**config.mk**
```make
export PLATFORM = sky130hd
export DESIGN_NAME = load_store_unit
export DESIGN_NICKNAME = d
export VERILOG_FILES = /design/src/rtl/rv32_pkg.sv /design/src/rtl/lsu_align.sv /design/src/rtl/load_store_unit.sv
export SDC_FILE = /design/constraint.sdc
export NUM_CORES = 1
export LEC_CHECK = 0
export CAP_MARGIN = 20
export CORE_ASPECT_RATIO = 0.5
export CORE_MARGIN = 5
export CORE_UTILIZATION = 49
export DETAILED_ROUTE_END_ITERATION = 6
export PLACE_DENSITY_LB_ADDON = 0.05
export SETUP_SLACK_MARGIN = 0.4
export SLEW_MARGIN = 20
export SYNTH_ARGS = -nofsm -noshare
export SYNTH_HDL_FRONTEND = slang
export SYNTH_SLANG_ARGS = --single-unit
```
**constraint.sdc**
```tcl
create_clock -name clk -period 5.35 [get_ports clk]
set_clock_uncertainty 0.05 [all_clocks]
set_input_delay 1.07 -clock clk [delete_from_list [all_inputs] [get_ports clk]]
set_output_delay 1.07 -clock clk [all_outputs]
set_load 0.02 [all_outputs]
```
**src/rtl/rv32_pkg.sv**
```systemverilog
// Shared RV32I load/store encodings, fault codes and the LSU state type.
package rv32_pkg;

    localparam logic [2:0] FUNCT3_LB  = 3'b000;
    localparam logic [2:0] FUNCT3_LH  = 3'b001;
    localparam logic [2:0] FUNCT3_LW  = 3'b010;
    localparam logic [2:0] FUNCT3_LBU = 3'b100;
    localparam logic [2:0] FUNCT3_LHU = 3'b101;
    localparam logic [2:0] FUNCT3_SB  = 3'b000;
    localparam logic [2:0] FUNCT3_SH  = 3'b001;
    localparam logic [2:0] FUNCT3_SW  = 3'b010;

    localparam logic [1:0] FAULT_NONE     = 2'b00;
    localparam logic [1:0] FAULT_MISALIGN = 2'b01;
    localparam logic [1:0] FAULT_ILLEGAL  = 2'b10;
    localparam logic [1:0] FAULT_TIMEOUT  = 2'b11;

    typedef enum logic [1:0] {
        IDLE = 2'b00,
        REQ  = 2'b01,
        WAIT = 2'b10,
        DONE = 2'b11
    } lsu_state;

endpackage

```
**src/rtl/lsu_align.sv**
```systemverilog
// Byte-lane steering: store strobes and replicated write data, plus load
// byte/half selection with sign or zero extension.
module lsu_align
    import rv32_pkg::*;
(
    input  logic [2:0]  st_funct3,
    input  logic [1:0]  st_offset,
    input  logic [31:0] store_data,
    output logic [3:0]  wstrb,
    output logic [31:0] wdata,
    input  logic [2:0]  ld_funct3,
    input  logic [1:0]  ld_offset,
    input  logic [31:0] rdata,
    output logic [31:0] load_value
);

    logic [31:0] shifted;
    logic [7:0]  byte_sel;
    logic [15:0] half_sel;

    always_comb begin
        wstrb = 4'b0000;
        wdata = 32'h0000_0000;
        case (st_funct3)
            FUNCT3_SB: begin
                wstrb = 4'b0001 << st_offset;
                wdata = {4{store_data[7:0]}};
            end
            FUNCT3_SH: begin
                wstrb = st_offset[1] ? 4'b1100 : 4'b0011;
                wdata = {2{store_data[15:0]}};
            end
            FUNCT3_SW: begin
                wstrb = 4'b1111;
                wdata = store_data;
            end
            default: begin
                wstrb = 4'b0000;
                wdata = 32'h0000_0000;
            end
        endcase
    end

    always_comb begin
        shifted    = rdata >> {ld_offset, 3'b000};
        byte_sel   = shifted[7:0];
        half_sel   = ld_offset[1] ? rdata[31:16] : rdata[15:0];
        load_value = 32'h0000_0000;
        case (ld_funct3)
            FUNCT3_LB:  load_value = {{24{byte_sel[7]}}, byte_sel};
            FUNCT3_LH:  load_value = {{16{half_sel[15]}}, half_sel};
            FUNCT3_LW:  load_value = rdata;
            FUNCT3_LBU: load_value = {24'h00_0000, byte_sel};
            FUNCT3_LHU: load_value = {16'h0000, half_sel};
            default:    load_value = 32'h0000_0000;
        endcase
    end

endmodule

```
**src/rtl/load_store_unit.sv**
```systemverilog
// Runs one load or store per instruction on a valid/ready data bus, stalling
// the core until the bus answers and flagging bad or timed-out accesses.
module load_store_unit
    import rv32_pkg::*;
#(
    parameter int TIMEOUT_CYCLES = 64,
    parameter int ADDR_W         = 32
) (
    input  logic              clk,
    input  logic              rst,
    input  logic              mem_read,
    input  logic              mem_write,
    input  logic [2:0]        funct3,
    input  logic [ADDR_W-1:0] addr,
    input  logic [31:0]       store_data,
    output logic [31:0]       load_data,
    output logic              stall,
    output logic              fault,
    output logic [1:0]        fault_code,
    output logic              bus_req_valid,
    input  logic              bus_req_ready,
    output logic [ADDR_W-1:0] bus_addr,
    output logic              bus_we,
    output logic [3:0]        bus_wstrb,
    output logic [31:0]       bus_wdata,
    input  logic              bus_rsp_valid,
    input  logic [31:0]       bus_rdata
);

    localparam int CNT_W = (TIMEOUT_CYCLES < 2) ? 1 : $clog2(TIMEOUT_CYCLES);
    localparam logic [CNT_W-1:0] TIMEOUT_LAST =
        CNT_W'((TIMEOUT_CYCLES == 0) ? 0 : TIMEOUT_CYCLES - 1);
    localparam bit TIMEOUT_EN = (TIMEOUT_CYCLES != 0);

    lsu_state state, next_state;

    logic             req, is_write, legal, illegal, misaligned, bad, bad_now;
    logic [CNT_W-1:0] cnt;
    logic             timeout_hit, abort;
    logic             timed_out;
    logic [2:0]       funct3_q;
    logic [1:0]       offset_q;
    logic [31:0]      load_q;
    logic [3:0]       align_wstrb;
    logic [31:0]      align_wdata, align_load;

    assign req      = mem_read | mem_write;
    assign is_write = mem_write & ~mem_read;

    always_comb begin
        legal = 1'b0;
        if (mem_read) begin
            case (funct3)
                FUNCT3_LB, FUNCT3_LH, FUNCT3_LW, FUNCT3_LBU, FUNCT3_LHU: legal = 1'b1;
                default: legal = 1'b0;
            endcase
        end else if (mem_write) begin
            case (funct3)
                FUNCT3_SB, FUNCT3_SH, FUNCT3_SW: legal = 1'b1;
                default: legal = 1'b0;
            endcase
        end
    end

    assign illegal    = req & ~legal;
    assign misaligned = req & (((funct3[1:0] == 2'b01) & addr[0]) |
                               ((funct3[1:0] == 2'b10) & (addr[1:0] != 2'b00)));
    assign bad        = illegal | misaligned;
    assign bad_now    = (state == IDLE) & bad;

    // The counter saturates so a late accept cannot wrap it past the limit.
    assign timeout_hit = TIMEOUT_EN && (cnt >= TIMEOUT_LAST);
    assign abort = timeout_hit &&
                   (((state == REQ) && !bus_req_ready) || ((state == WAIT) && !bus_rsp_valid));

    lsu_align u_align (
        .st_funct3  (funct3),
        .st_offset  (addr[1:0]),
        .store_data (store_data),
        .wstrb      (align_wstrb),
        .wdata      (align_wdata),
        .ld_funct3  (funct3_q),
        .ld_offset  (offset_q),
        .rdata      (bus_rdata),
        .load_value (align_load)
    );

    always_ff @(posedge clk) begin
        if (rst) state <= IDLE;
        else     state <= next_state;
    end

    always_comb begin
        next_state = state;
        case (state)
            IDLE: if (req && !bad) next_state = REQ;
            REQ:  if (bus_req_ready) next_state = WAIT;
                  else if (abort)    next_state = DONE;
            WAIT: if (bus_rsp_valid || abort) next_state = DONE;
            DONE: next_state = IDLE;
            default: next_state = IDLE;
        endcase
    end

    always_comb begin
        bus_req_valid = ~rst & (state == REQ);
        stall         = ~rst & req & (state != DONE) & ~bad;
        fault         = 1'b0;
        fault_code    = FAULT_NONE;
        if (!rst && req && bad_now) begin
            fault      = 1'b1;
            fault_code = illegal ? FAULT_ILLEGAL : FAULT_MISALIGN;
        end else if (!rst && (state == DONE) && timed_out) begin
            fault      = 1'b1;
            fault_code = FAULT_TIMEOUT;
        end
        load_data = (req && bad_now) ? 32'h0000_0000 : load_q;
    end

    always_ff @(posedge clk) begin
        if (rst) begin
            cnt       <= '0;
            timed_out <= 1'b0;
            bus_addr  <= '0;
            bus_we    <= 1'b0;
            bus_wstrb <= 4'b0000;
            bus_wdata <= 32'h0000_0000;
            funct3_q  <= 3'b000;
            offset_q  <= 2'b00;
            load_q    <= 32'h0000_0000;
        end else begin
            case (state)
                IDLE: begin
                    cnt       <= '0;
                    timed_out <= 1'b0;
                    if (req && !bad) begin
                        bus_addr  <= {addr[ADDR_W-1:2], 2'b00};
                        bus_we    <= is_write;
                        bus_wstrb <= is_write ? align_wstrb : 4'b0000;
                        bus_wdata <= is_write ? align_wdata : 32'h0000_0000;
                        funct3_q  <= funct3;
                        offset_q  <= addr[1:0];
                    end
                end
                REQ, WAIT: begin
                    if (!TIMEOUT_EN || (cnt != TIMEOUT_LAST)) cnt <= cnt + 1'b1;
                    if ((state == WAIT) && bus_rsp_valid) begin
                        load_q <= bus_we ? 32'h0000_0000 : align_load;
                    end else if (abort) begin
                        load_q    <= 32'h0000_0000;
                        timed_out <= 1'b1;
                    end
                end
                default: cnt <= '0;
            endcase
        end
    end

endmodule

```
==> impl_results.rst <==
.. list-table::
   :header-rows: 1

   * - Metric
     - Value
   * - Outcome
     - completed
   * - Layout-stage area growth over the synthesis result
     - 46.8%
   * - Horizontal die dimension
     - 164 µm
   * - Worst Hold Path EP
     - bus_addr[25]
   * - I/O pin count
     - ~210
   * - Worst max-slew margin expressed relative to the limit
     - a little under a third
   * - Fraction of the cycle the final worst path needs
     - between 80% and 90%
   * - Total number of nets in the final design
     - about 970
   * - Data required time at the worst endpoint
     - between 4 and 5 ns
   * - Routed Antenna Nets
     - 0
   * - Number of antenna violations at the first check in global routing
     - 0
   * - Initial Utilization
     - a little under 50%
   * - Final setup vio count
     - 0
   * - H-tree depth
     - 4
   * - Share of post-route cells with drive strength above 1
     - 6.57%
   * - Resized Gates After CTS
     - 0
   * - Static leakage
     - roughly 3.2 nW
   * - Peak ir drop on the vdd network
     - roughly 0.00023 V
   * - Routed wire length per instance
     - ~17 µm
   * - Number of synthesized register bits
     - ~110
   * - Maximum number of pins on one net before global-route repair
     - 92
   * - Reg2reg start
     - state[1]
   * - Antenna fix cells
     - 0
   * - Detailed Routing Iterations Pass 1
     - 5
   * - Distinct cell type count after synthesis
     - 55
   * - Slew Limit Fails
     - 0
   * - Mean cell area of the mapped netlist
     - around 8.6 µm²
   * - Remaining design rule violation count
     - 0
   * - Arrival time reported for the critical path endpoint
     - around 3.4 ns
   * - Number of buffers on the longest clock path
     - 2
   * - Global placer's final weighted congestion
     - approximately 0.85
   * - Number of rows created at floorplan
     - 28
   * - Top flip-flop cell by instance count after synthesis
     - sky130_fd_sc_hd__dfxtp_1
   * - Transition time at the pin with the least slew margin
     - a little over 1 ns
   * - Via count
     - 5659
   * - Launch point of the critical path
     - mem_read
   * - Endpoint of the worst register-to-register path
     - bus_wdata[17]
   * - Drt first-iter violations
     - 430
   * - Top cells by instance count after synthesis
     - sky130_fd_sc_hd__dfxtp_1, sky130_fd_sc_hd__nand2_1, sky130_fd_sc_hd__mux2i_1
   * - Max Cap Viol
     - 0
   * - Detailed placer's ending HPWL
     - between 10000 and 15000 µm
   * - Worst Hold Depth
     - 2
   * - Cell accounting for the most synthesized area
     - sky130_fd_sc_hd__dfxtp_1
   * - Cell internal power dissipation
     - 2.08 mW
   * - Period minus WS final
     - 4.55 ns
   * - Post-synth EDFFs
     - 0
   * - Post-synthesis instance total
     - a little under 700
   * - Most repeated cell in the gate-level netlist after synthesis
     - sky130_fd_sc_hd__dfxtp_1
   * - Launching element type of the critical path
     - input pin
   * - Setup TNS Final
     - 0 ns
   * - Number of warning messages in the yosys log
     - 0
   * - Startpoint of the lowest-slack hold path
     - bus_addr[25]
   * - Highest attainable clock frequency
     - 0.220 GHz
   * - Seq pwr share
     - 33.1%
   * - Setup repair bufs after CTS
     - 0
   * - Pwr dens
     - about 340 nW/µm²
   * - Largest cells by area after synthesis
     - sky130_fd_sc_hd__dfxtp_1, sky130_fd_sc_hd__mux2i_1, sky130_fd_sc_hd__nand2_1, sky130_fd_sc_hd__and2_1, sky130_fd_sc_hd__o21ai_0
   * - Kind of end point of the critical path
     - primary output
   * - Sequential-to-total area share from yosys stat
     - approximately two fifths
   * - Worst reg-to-reg path cell count
     - 8
   * - Count of buffers inserted at the top-level ports
     - 208
   * - Area of the core region
     - ~12000 µm²
   * - Number of buffers added to fix hold violations after cts
     - 0
   * - Net switching share of the total power
     - roughly 30%
   * - Final Hold Fails
     - 0
   * - Total global-route track usage
     - about a quarter
   * - Clock share of power
     - between 40% and 50%
   * - CTS tree
     - built
   * - Clock latency of the later-clocked register in the worst-skew pair
     - roughly 0.40 ns
   * - Clock tree root buffer cell
     - sky130_fd_sc_hd__clkbuf_16
   * - Vias per Instance
     - 5.48
   * - Count of filler cells inserted in the layout
     - slightly below 900
   * - Power dissipated by switching net loads
     - between 0.8 and 0.9 mW
   * - Sequential cell area
     - 2260 µm²
   * - Total area of multi-input combinational cells
     - approximately 3200 µm²
   * - Number of global-route vias before repair
     - about 5.4k
   * - Fraction of registers with async set or reset after synthesis
     - 0%
   * - Hold Crit Class
     - flip-flop to flip-flop
   * - Crit-path max FO
     - 33
   * - Chip height
     - just under 90 µm
   * - Area share of the largest cell type after synthesis
     - approximately 40%
   * - # placed instances
     - roughly 1k
   * - Total standard cell area after synthesis
     - about 5800 µm²
   * - Worst R2R Setup Slack
     - about 2.3 ns
   * - Clock transition at path regs
     - 0.05 ns
   * - Wire length of the first global-routing pass
     - between 20000 and 30000 µm
   * - Area of the die
     - between 10000 and 15000 µm²
   * - Combinational share of power
     - 25.6%
   * - Num Clock Sinks
     - between 100 and 150
   * - Overall overflow remaining after global route
     - 0
   * - Number of non-filler instances in the completed layout
     - around 1.0k
   * - Cts bufs inserted
     - 17
   * - RSZ-0062 raised after global routing
     - no
   * - Class of the most critical setup path
     - input pin to primary output
   * - Routed Wire Length
     - about 18000 µm
==> flip-flops by register name (all words and copies together), names as in the netlist, 2 cells and up <==
| signal | cells |
|---|---|
| state | 2 |
| funct3_q | 3 |
| offset_q | 2 |
| cnt | 6 |
| load_q | 32 |
| bus_wstrb | 4 |
| bus_addr | 30 |
| bus_wdata | 32 |
==> power groups by stage <==
| stage | logic, mW | registers [mW] | clock network (mW) |
|---|---|---|---|
| floorplan | 0.431 | 1.02 | 0 |
| global placement | 0.734 | 0.985 | 0 |
| detailed placement | 0.745 | 0.988 | 0 |
| CTS | 0.752 | 0.972 | 1.23 |
| global route | 0.823 | 0.985 | 1.27 |
| finish | 0.753 | 0.973 | 1.21 |
==> cell type report <==
class / count / area share, %
clock buffers: 22 / 5.67
clock inverters: 9 / 1.80
inverters: 13 / 0.572
multi-input cells: 490 / 37.6
flip-flops and latches: 113 / 26.5
well taps: 165 / 2.42
repair buffers: 220 / 25.4
==> stage by stage <==
stage | util (%) | instance area, µm² | power, mW | worst slack [ns] | hold WS, ns
floorplan | - | 5820 | 1.45 | 1.58 | 0.374
global placement | 67.5 | 7900 | 1.72 | 0.892 | 0.389
detailed placement | 67.5 | 7900 | 1.73 | 0.776 | 0.389
CTS | 72.9 | 8530 | 2.95 | 0.774 | 0.408
global route | 72.9 | 8530 | 3.08 | 0.669 | 0.431
finish | 72.9 | 8530 | 2.94 | 0.796 | 0.406
==> how the worst max path moves through the flow <==
stage,slack [ns],cells after the start,end
2_1_floorplan,1.58,5,stall
3_3_place_gp,0.89,7,load_data[3]
3_5_place_dp,0.78,7,load_data[5]
4_1_cts,0.77,7,load_data[5]
5_1_grt,0.67,7,load_data[20]
6_report,0.80,7,load_data[5]
==> placed cells by master, fill, tap and decap left out, types with 3 or more instances in the layout <==
cell                                n
sky130_fd_sc_hd__mux2_2             5
sky130_fd_sc_hd__nand3b_1           8
sky130_fd_sc_hd__nor2b_1           33
sky130_fd_sc_hd__dfxtp_1          113
sky130_fd_sc_hd__o31ai_1           10
sky130_fd_sc_hd__o21ai_0           44
sky130_fd_sc_hd__nand2_1           91
sky130_fd_sc_hd__a21oi_1           33
sky130_fd_sc_hd__or4bb_1            7
sky130_fd_sc_hd__and2_1            38
sky130_fd_sc_hd__mux2i_1           52
sky130_fd_sc_hd__a311oi_1           3
sky130_fd_sc_hd__buf_4             12
sky130_fd_sc_hd__bufinv_16          4
sky130_fd_sc_hd__nand4_1           22
sky130_fd_sc_hd__o2bb2ai_1         25
sky130_fd_sc_hd__nand3_1           19
sky130_fd_sc_hd__mux2_1             5
sky130_fd_sc_hd__o211ai_1           9
sky130_fd_sc_hd__clkdlybuf4s50_1  207
sky130_fd_sc_hd__ha_1               5
sky130_fd_sc_hd__a221oi_1          10
sky130_fd_sc_hd__a22o_1            10
sky130_fd_sc_hd__a22oi_1            7
sky130_fd_sc_hd__inv_1             12
sky130_fd_sc_hd__clkbuf_8           4
sky130_fd_sc_hd__clkbuf_16         17
sky130_fd_sc_hd__nor2_1            19
==> cell families (layout without fill, tap and decap cells) <==
family | after synthesis | after routing | share of synthesized area [%]
compound gates | 164 | 164 | 18.9
xor+xnor | 2 | 2 | 0.301
fa+ha+maj | 5 | 5 | 1.08
buf+inv | 71 | 264 | 5.94
flops | 113 | 113 | 38.9
mux | 63 | 63 | 11.3
other cells | 1 | 2 | 0.0645
simple gates | 254 | 254 | 23.5
==> metal layers <==
metal	vias to the layer above	GRT usage [%]	wire length, µm
met2	227	39.8	8020
met3	21	9.83	1910
met5	-	0	0
li1	2785	-	-
met1	2626	29.6	7450
met4	0	7.23	282
==> critical path, cell delays in order <==
cell	delay, ns
sky130_fd_sc_hd__clkdlybuf4s50_1	0.55
sky130_fd_sc_hd__mux2_2	0.36
sky130_fd_sc_hd__and2_1	0.18
sky130_fd_sc_hd__o211ai_1	0.18
sky130_fd_sc_hd__buf_4	0.31
sky130_fd_sc_hd__and2_1	0.17
sky130_fd_sc_hd__clkdlybuf4s50_1	0.61
(Power assumes the default switching activity.)
